File: config.mk
export PLATFORM = sky130hd
export DESIGN_NAME = uart_rx_param
export DESIGN_NICKNAME = d
export VERILOG_FILES = /design/src/rtl/uart_rx_param.sv
export SDC_FILE = /design/constraint.sdc
export NUM_CORES = 1
export LEC_CHECK = 0
export CAP_MARGIN = 20
export CORE_MARGIN = 2
export CORE_UTILIZATION = 40
export CTS_CLUSTER_SIZE = 30
export DETAILED_ROUTE_END_ITERATION = 12
export PLACE_DENSITY = 0.64
export RECOVER_POWER = 50
export SKIP_LAST_GASP = 1
export SYNTH_ARGS = -nofsm -noshare
export SYNTH_HDL_FRONTEND = slang
export SYNTH_SLANG_ARGS = --single-unit
File: constraint.sdc
create_clock -name clk -period 1.55 [get_ports clk]
set_input_delay 0.465 -clock clk [delete_from_list [all_inputs] [get_ports clk]]
set_output_delay 0.465 -clock clk [all_outputs]
set_load 0.01 [all_outputs]
File: src/rtl/uart_rx_param.sv
// uart_rx_param : oversampled UART receiver with mid-bit sampling.
//
// Ports
//   clk        system clock
//   rst_n      asynchronous active-low reset
//   rx         serial input, idle high, asynchronous to clk
//   baud_tick  one-clk pulse, OVERSAMPLE pulses per bit period
//   rx_data    received word, stable while rx_valid=1
//   rx_valid   word available
//   rx_ready   consumer accepts word when rx_valid & rx_ready
//   frame_err  a stop bit was sampled 0 (qualified by rx_valid)
//   parity_err parity mismatch (qualified by rx_valid)
//   overrun    one-clk pulse: frame completed while rx_valid still 1
//
// State table
//   S_IDLE   | line idle, waiting for a low sample (only when armed)
//   S_START  | counting to the middle of the start bit
//   S_DATA   | sampling DATA_BITS data bits, LSB first
//   S_PARITY | sampling the parity bit
//   S_STOP   | sampling STOP_BITS stop bits; last sample completes the frame

module uart_rx_param #(
   parameter int DATA_BITS  = 8,
   parameter int OVERSAMPLE = 16,
   parameter int PARITY_EN  = 0,
   parameter int PARITY_ODD = 0,
   parameter int STOP_BITS  = 1
) (
   input  logic                 clk,
   input  logic                 rst_n,
   input  logic                 rx,
   input  logic                 baud_tick,
   output logic [DATA_BITS-1:0] rx_data,
   output logic                 rx_valid,
   input  logic                 rx_ready,
   output logic                 frame_err,
   output logic                 parity_err,
   output logic                 overrun
);

   localparam int TW = (OVERSAMPLE > 1) ? $clog2(OVERSAMPLE) : 1;
   localparam int BW = (DATA_BITS > 1) ? $clog2(DATA_BITS) : 1;

   localparam logic [TW-1:0] T_MID     = TW'(OVERSAMPLE / 2 - 1);
   localparam logic [TW-1:0] T_END     = TW'(OVERSAMPLE - 1);
   localparam logic [TW-1:0] T_ONE     = TW'(1);
   localparam logic [BW-1:0] B_LAST    = BW'(DATA_BITS - 1);
   localparam logic [BW-1:0] STOP_LAST = BW'(STOP_BITS - 1);
   localparam logic [BW-1:0] B_ONE     = BW'(1);
   localparam logic          ODD       = (PARITY_ODD != 0);

   typedef enum logic [2:0] {
      S_IDLE,
      S_START,
      S_DATA,
      S_PARITY,
      S_STOP
   } state_t;

   state_t                 state_q;
   logic                   rx_meta_q;
   logic                   rx_s_q;
   logic [TW-1:0]          tcnt_q;
   logic [BW-1:0]          bcnt_q;
   logic [DATA_BITS-1:0]   shift_q;
   logic                   par_err_q;
   logic                   frm_err_q;
   logic                   armed_q;
   logic                   done_q;

   always_ff @(posedge clk or negedge rst_n) begin
      if (!rst_n) begin
         rx_meta_q <= 1'b1;
         rx_s_q    <= 1'b1;
      end else begin
         rx_meta_q <= rx;
         rx_s_q    <= rx_meta_q;
      end
   end

   // Receive FSM. Every decision is taken on a baud_tick; done_q marks the
   // tick that sampled the final stop bit and feeds the output stage.
   always_ff @(posedge clk or negedge rst_n) begin
      if (!rst_n) begin
         state_q   <= S_IDLE;
         tcnt_q    <= '0;
         bcnt_q    <= '0;
         shift_q   <= '0;
         par_err_q <= 1'b0;
         frm_err_q <= 1'b0;
         armed_q   <= 1'b1;
         done_q    <= 1'b0;
      end else begin
         done_q <= 1'b0;
         if (baud_tick) begin
            case (state_q)
               S_IDLE: begin
                  // After a framing error the line must be seen high once
                  // before a new start bit is accepted (break handling).
                  if (rx_s_q) begin
                     armed_q <= 1'b1;
                  end else if (armed_q) begin
                     state_q <= S_START;
                     tcnt_q  <= '0;
                  end
               end
               S_START: begin
                  if (tcnt_q == T_MID) begin
                     tcnt_q <= '0;
                     bcnt_q <= '0;
                     if (!rx_s_q) begin
                        state_q   <= S_DATA;
                        par_err_q <= 1'b0;
                        frm_err_q <= 1'b0;
                     end else begin
                        state_q <= S_IDLE;
                     end
                  end else begin
                     tcnt_q <= tcnt_q + T_ONE;
                  end
               end
               S_DATA: begin
                  if (tcnt_q == T_END) begin
                     tcnt_q  <= '0;
                     shift_q <= {rx_s_q, shift_q[DATA_BITS-1:1]};
                     if (bcnt_q == B_LAST) begin
                        bcnt_q <= '0;
                        if (PARITY_EN != 0) begin
                           state_q <= S_PARITY;
                        end else begin
                           state_q <= S_STOP;
                        end
                     end else begin
                        bcnt_q <= bcnt_q + B_ONE;
                     end
                  end else begin
                     tcnt_q <= tcnt_q + T_ONE;
                  end
               end
               S_PARITY: begin
                  if (tcnt_q == T_END) begin
                     tcnt_q    <= '0;
                     bcnt_q    <= '0;
                     par_err_q <= ^{shift_q, rx_s_q, ODD};
                     state_q   <= S_STOP;
                  end else begin
                     tcnt_q <= tcnt_q + T_ONE;
                  end
               end
               S_STOP: begin
                  if (tcnt_q == T_END) begin
                     tcnt_q    <= '0;
                     frm_err_q <= frm_err_q | ~rx_s_q;
                     if (bcnt_q == STOP_LAST) begin
                        // Back to IDLE right at mid-stop so a start edge
                        // half a bit later is still caught.
                        bcnt_q  <= '0;
                        state_q <= S_IDLE;
                        done_q  <= 1'b1;
                        if (frm_err_q || !rx_s_q) begin
                           armed_q <= 1'b0;
                        end
                     end else begin
                        bcnt_q <= bcnt_q + B_ONE;
                     end
                  end else begin
                     tcnt_q <= tcnt_q + T_ONE;
                  end
               end
               default: begin
                  state_q <= S_IDLE;
                  tcnt_q  <= '0;
                  bcnt_q  <= '0;
               end
            endcase
         end
      end
   end

   // Output stage: a completed frame is loaded when the holding register is
   // empty or being consumed in the same cycle; otherwise it is dropped and
   // overrun pulses.
   always_ff @(posedge clk or negedge rst_n) begin
      if (!rst_n) begin
         rx_data    <= '0;
         rx_valid   <= 1'b0;
         frame_err  <= 1'b0;
         parity_err <= 1'b0;
         overrun    <= 1'b0;
      end else begin
         overrun <= 1'b0;
         if (done_q) begin
            if (!rx_valid || rx_ready) begin
               rx_data    <= shift_q;
               frame_err  <= frm_err_q;
               parity_err <= par_err_q;
               rx_valid   <= 1'b1;
            end else begin
               overrun <= 1'b1;
            end
         end else if (rx_valid && rx_ready) begin
            rx_valid <= 1'b0;
         end
      end
   end

endmodule

==> Yosys cells after proc, flatten, opt, wreduce, memory -nomap -nowiden <==
Cells that the tools add are included.
{ "op_classes": {"addsub": 2, "eq_ne": 19, "n_mux": 42, "bitwise": 3, "n_reduce_logical": 22} }
{ "op_table": {"columns": ["operator", "n"], "rows": [
  ["$mux W3", 14],
  ["$pmux W3 S5", 2],
  ["$ne A2 B2 Y1 const B", 11],
  ["$mux W1", 17],
  ["$mux W4", 4],
  ["$pmux W4 S3", 1],
  ["$reduce_and A6 Y1", 2],
  ["$reduce_and A5 Y1", 2],
  ["$reduce_xor A10 Y1", 1],
  ["$reduce_and A9 Y1", 1],
  ["$reduce_bool A2 Y1", 4],
  ["$eq A3 B2 Y1 const B", 2],
  ["$eq A3 B3 Y1 const B", 2],
  ["$logic_not A3 Y1", 2],
  ["$pmux W1 S2", 3],
  ["$reduce_and A3 Y1", 2],
  ["$add A4 B1 Y4 const B", 1],
  ["$eq A4 B3 Y1 const B", 1],
  ["$eq A4 B4 Y1 const B", 1],
  ["$reduce_and A2 Y1", 2],
  ["$add A3 B1 Y3 const B", 1],
  ["$eq A3 B1 Y1 const B", 1],
  ["$reduce_or A3 Y1", 1],
  ["$logic_not A1 Y1", 2],
  ["other kinds (6)", 8]
]} }
{ "word_totals": {"register_bits": 36, "wordCells": 103} }

==> Logic depth before layout (Yosys ltp) <==
{ "depth": {"ltp_word": 6, "ltp_mapped": 7} }

==> Worst setup path before layout <==
OpenSTA, ideal clock, no wires.
{ "synth_timing": {"path_type": "register -> register", "startpoint": "register tcnt_q[0]", "endpoint": "register shift_q[0]", "arrival_time_ns": 1.595, "required_ns": 1.425, "slack_ns": -0.170, "path_stages_with_launch": 6, "n_path_buf": 1, "synth_period_minus_slack_ns": 1.720, "path_cell_list": "dfrtp_1 ha_1 nand4_1 or3_1 buf_6 mux2_4"} }
{ "synth_between": {"elab_chain_len": 2} }
{ "synth_lines": {"columns": ["item", "line_no", "rtl"], "rows": [
  ["start: declaration", "63", "logic [TW-1:0] tcnt_q;"],
  ["start signal: assignment", "119", "tcnt_q <= tcnt_q + T_ONE;"],
  ["start signal: assignment", "137", "tcnt_q <= tcnt_q + T_ONE;"],
  ["start signal: assignment", "147", "tcnt_q <= tcnt_q + T_ONE;"],
  ["$eq A4 B4 Y1", "123", "if (tcnt_q == T_END) begin"],
  ["$reduce_and A3 Y1 (no source line)", null, null],
  ["end signal: assignment", "125", "shift_q <= {rx_s_q, shift_q[DATA_BITS-1:1]};"],
  ["end: declaration", "65", "logic [DATA_BITS-1:0] shift_q;"]
]} }
No other way between the ends.
A chain may end at the register's enable or synchronous reset.

==> Final worst setup path <==
{ "layout_timing": {"startpoint": "register tcnt_q[1]", "endpoint": "register shift_q[3]"} }
Same word-level chain as after synthesis.

==> impl_metrics.py <==
metrics = {
    "grt": {
        "antenna_found_initial": 0,
        "grt_max_degree": 37,
        "grtUsageTotal_pct": 15.3,
        "grt_pass1_vias": 1276,
        "grt_pass1_wl_mm": 5.95,
        "gr-total-overflow": 0,
    },
    "routing": {
        "wl_per_cell_microns": 14.4,
        "drcViolationCount": 0,
        "wl_mm": 3.58,
        "viasPerCell": 4.97,
        "ant_nets": 0,
        "via_count": 1238,
        "dr.pass1.iters": 3,
        "drt_iter0_drc": 38,
    },
    "worst_setup_path": {
        "ff2ff_setup_slack_ps": -50,
        "rr_worst_depth": 4,
        "crit_buf_inv": 0,
        "r2r-end": "shift_q[3]",
        "critical-path-max-stage-delay_ps": 460,
        "cp-start-kind": "flip-flop",
        "cp.arrival_ps": 1760,
        "cp.required_ps": 1720,
        "r2r_start": "tcnt_q[1]",
        "cp-end-kind": "flip-flop",
        "crit_cells": 4,
        "critical-path-top-delay-family": "simple AND/OR/NAND/NOR gates",
        "crit_chain": "ha_4 -> nand4_1 -> or3_4 -> mux2_4",
        "cp_slowest_cell": "or3_4",
        "criticalPathCategory": "reg -> reg",
        "crit_fanout": 8,
    },
    "timing": {
        "grt_setup_unrepaired": "true",
        "timing.final.crit_share_pct": 103,
        "final_max_slew_viol_count": 0,
        "worst_slew_pin_slew_ps": 866,
        "slew_headroom_pct": 42.3,
        "finalHoldViolCount": 0,
        "setup_ws_ps": -49.0,
        "fmax_ghz": 0.625,
        "hold_slack_ps": 358,
        "finClkSkew_ps": 8.82,
        "min_period_ps": 1600,
        "setup_violations": 10,
    },
    "synth": {
        "synth_fp_nets": 155,
        "synth_seq_cells": 36,
        "syn_inst": 146,
        "ys_async_sr_fraction_pct": 100,
        "synthFlopType": "dfrtp_1",
        "netlist_area_sq_um": 1770,
        "syn_avg_cell_area_sq_um": 12.1,
        "synth_edf_count": 0,
        "synth.distinct_cells": 33,
        "ys_seq_area_share_pct": 51.2,
        "yosysWarningCount": 0,
    },
    "finish": {
        "num-fill-cells": 377,
        "nets": 205,
        "area_growth_syn_to_layout_pct": 37.6,
        "layout-drive-gt1-share_pct": 44.7,
        "num_antenna_cells": 0,
        "stdcell_count": 249,
        "finish.instance_area_sq_um": 2430,
    },
    "clocking": {
        "insertion_delay_ps": 280,
        "cts_hold_buf": 0,
        "path_clk_slew_ps": 70,
        "cts_buffers": 5,
        "clock_sinks": 36,
        "cts_htree_levels": 2,
        "cts_tree": "done",
        "cts_root_buffer": "clkbuf_8",
        "cts.path.max_buffers": 2,
    },
    "placement": {
        "post_dp_cell_area_sq_um": 2190,
        "gp_congestion": 0.802,
        "dp.cells": 237,
        "portBuffers": 16,
        "hpwl_mm": 2.48,
    },
    "power_and_ir_drop": {
        "p_total_uw": 2610,
        "power_density_nw_per_um2": 1080,
        "vdd_drop_max_mv": 0.606,
        "leakage_uw": 0.00119,
    },
    "floorplanning": {
        "initial_core_util_pct": 41.1,
        "ios": 17,
        "die_area_sq_um": 4960,
        "rows": 24,
        "die-width_microns": 70.5,
        "dieHeight_microns": 70.5,
        "core_area_sq_um": 4290,
    },
    "worst_hold_path": {
        "hold_end": "rx_s_q",
        "hold_start": "rx_meta_q",
        "min_path_cells": 0,
        "hold_path.class": "reg -> reg",
    },
    "run": {
        "maxCapViolations": 0,
    },
    "outcome": {
        "violations": "negative setup slack",
        "outcome": "finished, violations left",
    },
}
## per-layer routing
| layer | global-route usage [%] | vias up | wire length (microns) |
|---|---|---|---|
| met3 | 4.04 | 6 | 118 |
| met1 | 18.7 | 605 | 1530 |
| met5 | 0 | - | 0 |
| met2 | 26.2 | 16 | 1890 |
| li1 | - | 611 | - |
| met4 | 4.49 | 0 | 42 |
## where the power goes
| group | internal, uW | switching [uW] | total [uW] |
|---|---|---|---|
| sequential | 1000 | 52.2 | 1050 |
| clock | 362 | 304 | 666 |
| combinational | 485 | 411 | 896 |
| total | 1850 | 767 | 2610 |
## layout by cell type, fill, tap and decap left out, types with 2 or more instances in the layout
cell	count
a21oi_1	4
nor2_1	5
nor2b_1	4
o21ai_0	4
xnor2_1	7
nand2_1	9
dfstp_2	3
nand2b_4	2
clkbuf_8	6
nor3_4	2
clkdlybuf4s50_1	2
o21ai_1	4
mux2_2	10
o31ai_1	3
dlygate4sd2_1	13
nor2b_2	2
buf_4	28
inv_1	5
nand4_1	2
inv_2	2
dfrtp_1	32
nand2b_1	4
ha_4	3
clkbuf_1	2
mux2_4	10
nand3_1	3
a21oi_2	2
## sequential cells by signal (all words and copies together), names as in the netlist
signal / cells
rx_meta_q: 1
parity_err: 1
frame_err: 1
rx_valid: 1
done_q: 1
bcnt_q: 3
overrun: 1
shift_q: 8
par_err_q: 1
frm_err_q: 1
tcnt_q: 4
rx_data: 8
armed_q: 1
state_q: 3
rx_s_q: 1
## worst max path at each step
stage	start	end	slack, ps
6_report	tcnt_q[1]	shift_q[3]	-50
5_1_grt	tcnt_q[1]	shift_q[7]	-90
4_1_cts	tcnt_q[0]	shift_q[3]	-100
3_5_place_dp	baud_tick	shift_q[3]	-480
3_3_place_gp	baud_tick	shift_q[6]	-450
2_1_floorplan	state_q[1]	state_q[0]	-140
## stage by stage
stage	setup slack (ps)	setup TNS (ps)	util, %
2_1_floorplan	-137	-547	-
3_3_place_gp	-450	-7160	51.1
3_5_place_dp	-481	-8220	51.1
4_1_cts	-101	-868	54.8
5_1_grt	-93.2	-1020	56.6
6_report	-49.0	-393	56.6
## synth_stat cells (2+ instances only)
| master | n | area share [%] |
|---|---|---|
| nor2_1 | 7 | 1.5 |
| mux2_1 | 2 | 1.3 |
| a21oi_1 | 6 | 1.7 |
| inv_1 | 7 | 1.5 |
| nor2b_1 | 6 | 2.1 |
| mux2_2 | 10 | 6.4 |
| buf_6 | 3 | 1.9 |
| o21ai_1 | 2 | 0.57 |
| xnor2_1 | 8 | 4.0 |
| nand3_1 | 3 | 0.85 |
| ha_1 | 4 | 2.8 |
| mux2_4 | 8 | 6.8 |
| dfrtp_1 | 33 | 47 |
| nand4_1 | 2 | 0.71 |
| nand2b_1 | 7 | 2.5 |
| dfstp_2 | 3 | 4.5 |
| o21ai_0 | 7 | 2.0 |
| o41ai_1 | 2 | 0.99 |
| nand2_1 | 9 | 1.9 |
| o31ai_1 | 4 | 1.7 |
## final cells by class
cell class	instances	area [sq um]	area share, %
multi-input combinational	99	953	39.2
sequential	36	906	37.3
timing repair buffer	47	390	16.1
clock buffer	8	90.1	3.71
tap	52	65.1	2.68
inverter	7	26.3	1.08
## cells by family after synthesis
| kind of cell | Yosys count | synth area share [%] |
|---|---|---|
| flip-flops | 36 | 51.2 |
| multiplexers | 20 | 14.4 |
| AO/OA/AOI/OAI | 26 | 9.77 |
| AND/OR/NAND/NOR | 39 | 12.0 |
| XOR/XNOR | 10 | 6.02 |
| adder cells (fa/ha/maj) | 4 | 2.83 |
| buffers and inverters | 11 | 3.68 |
## repair_timing
action,in CTS,in global routing
setup buffers,6,1
pin swaps,7,12
endpoints found under the setup margin,30,19
gates resized for setup,24,25
hold endpoints to repair,0,0
Power figures use the tool's default switching activity.
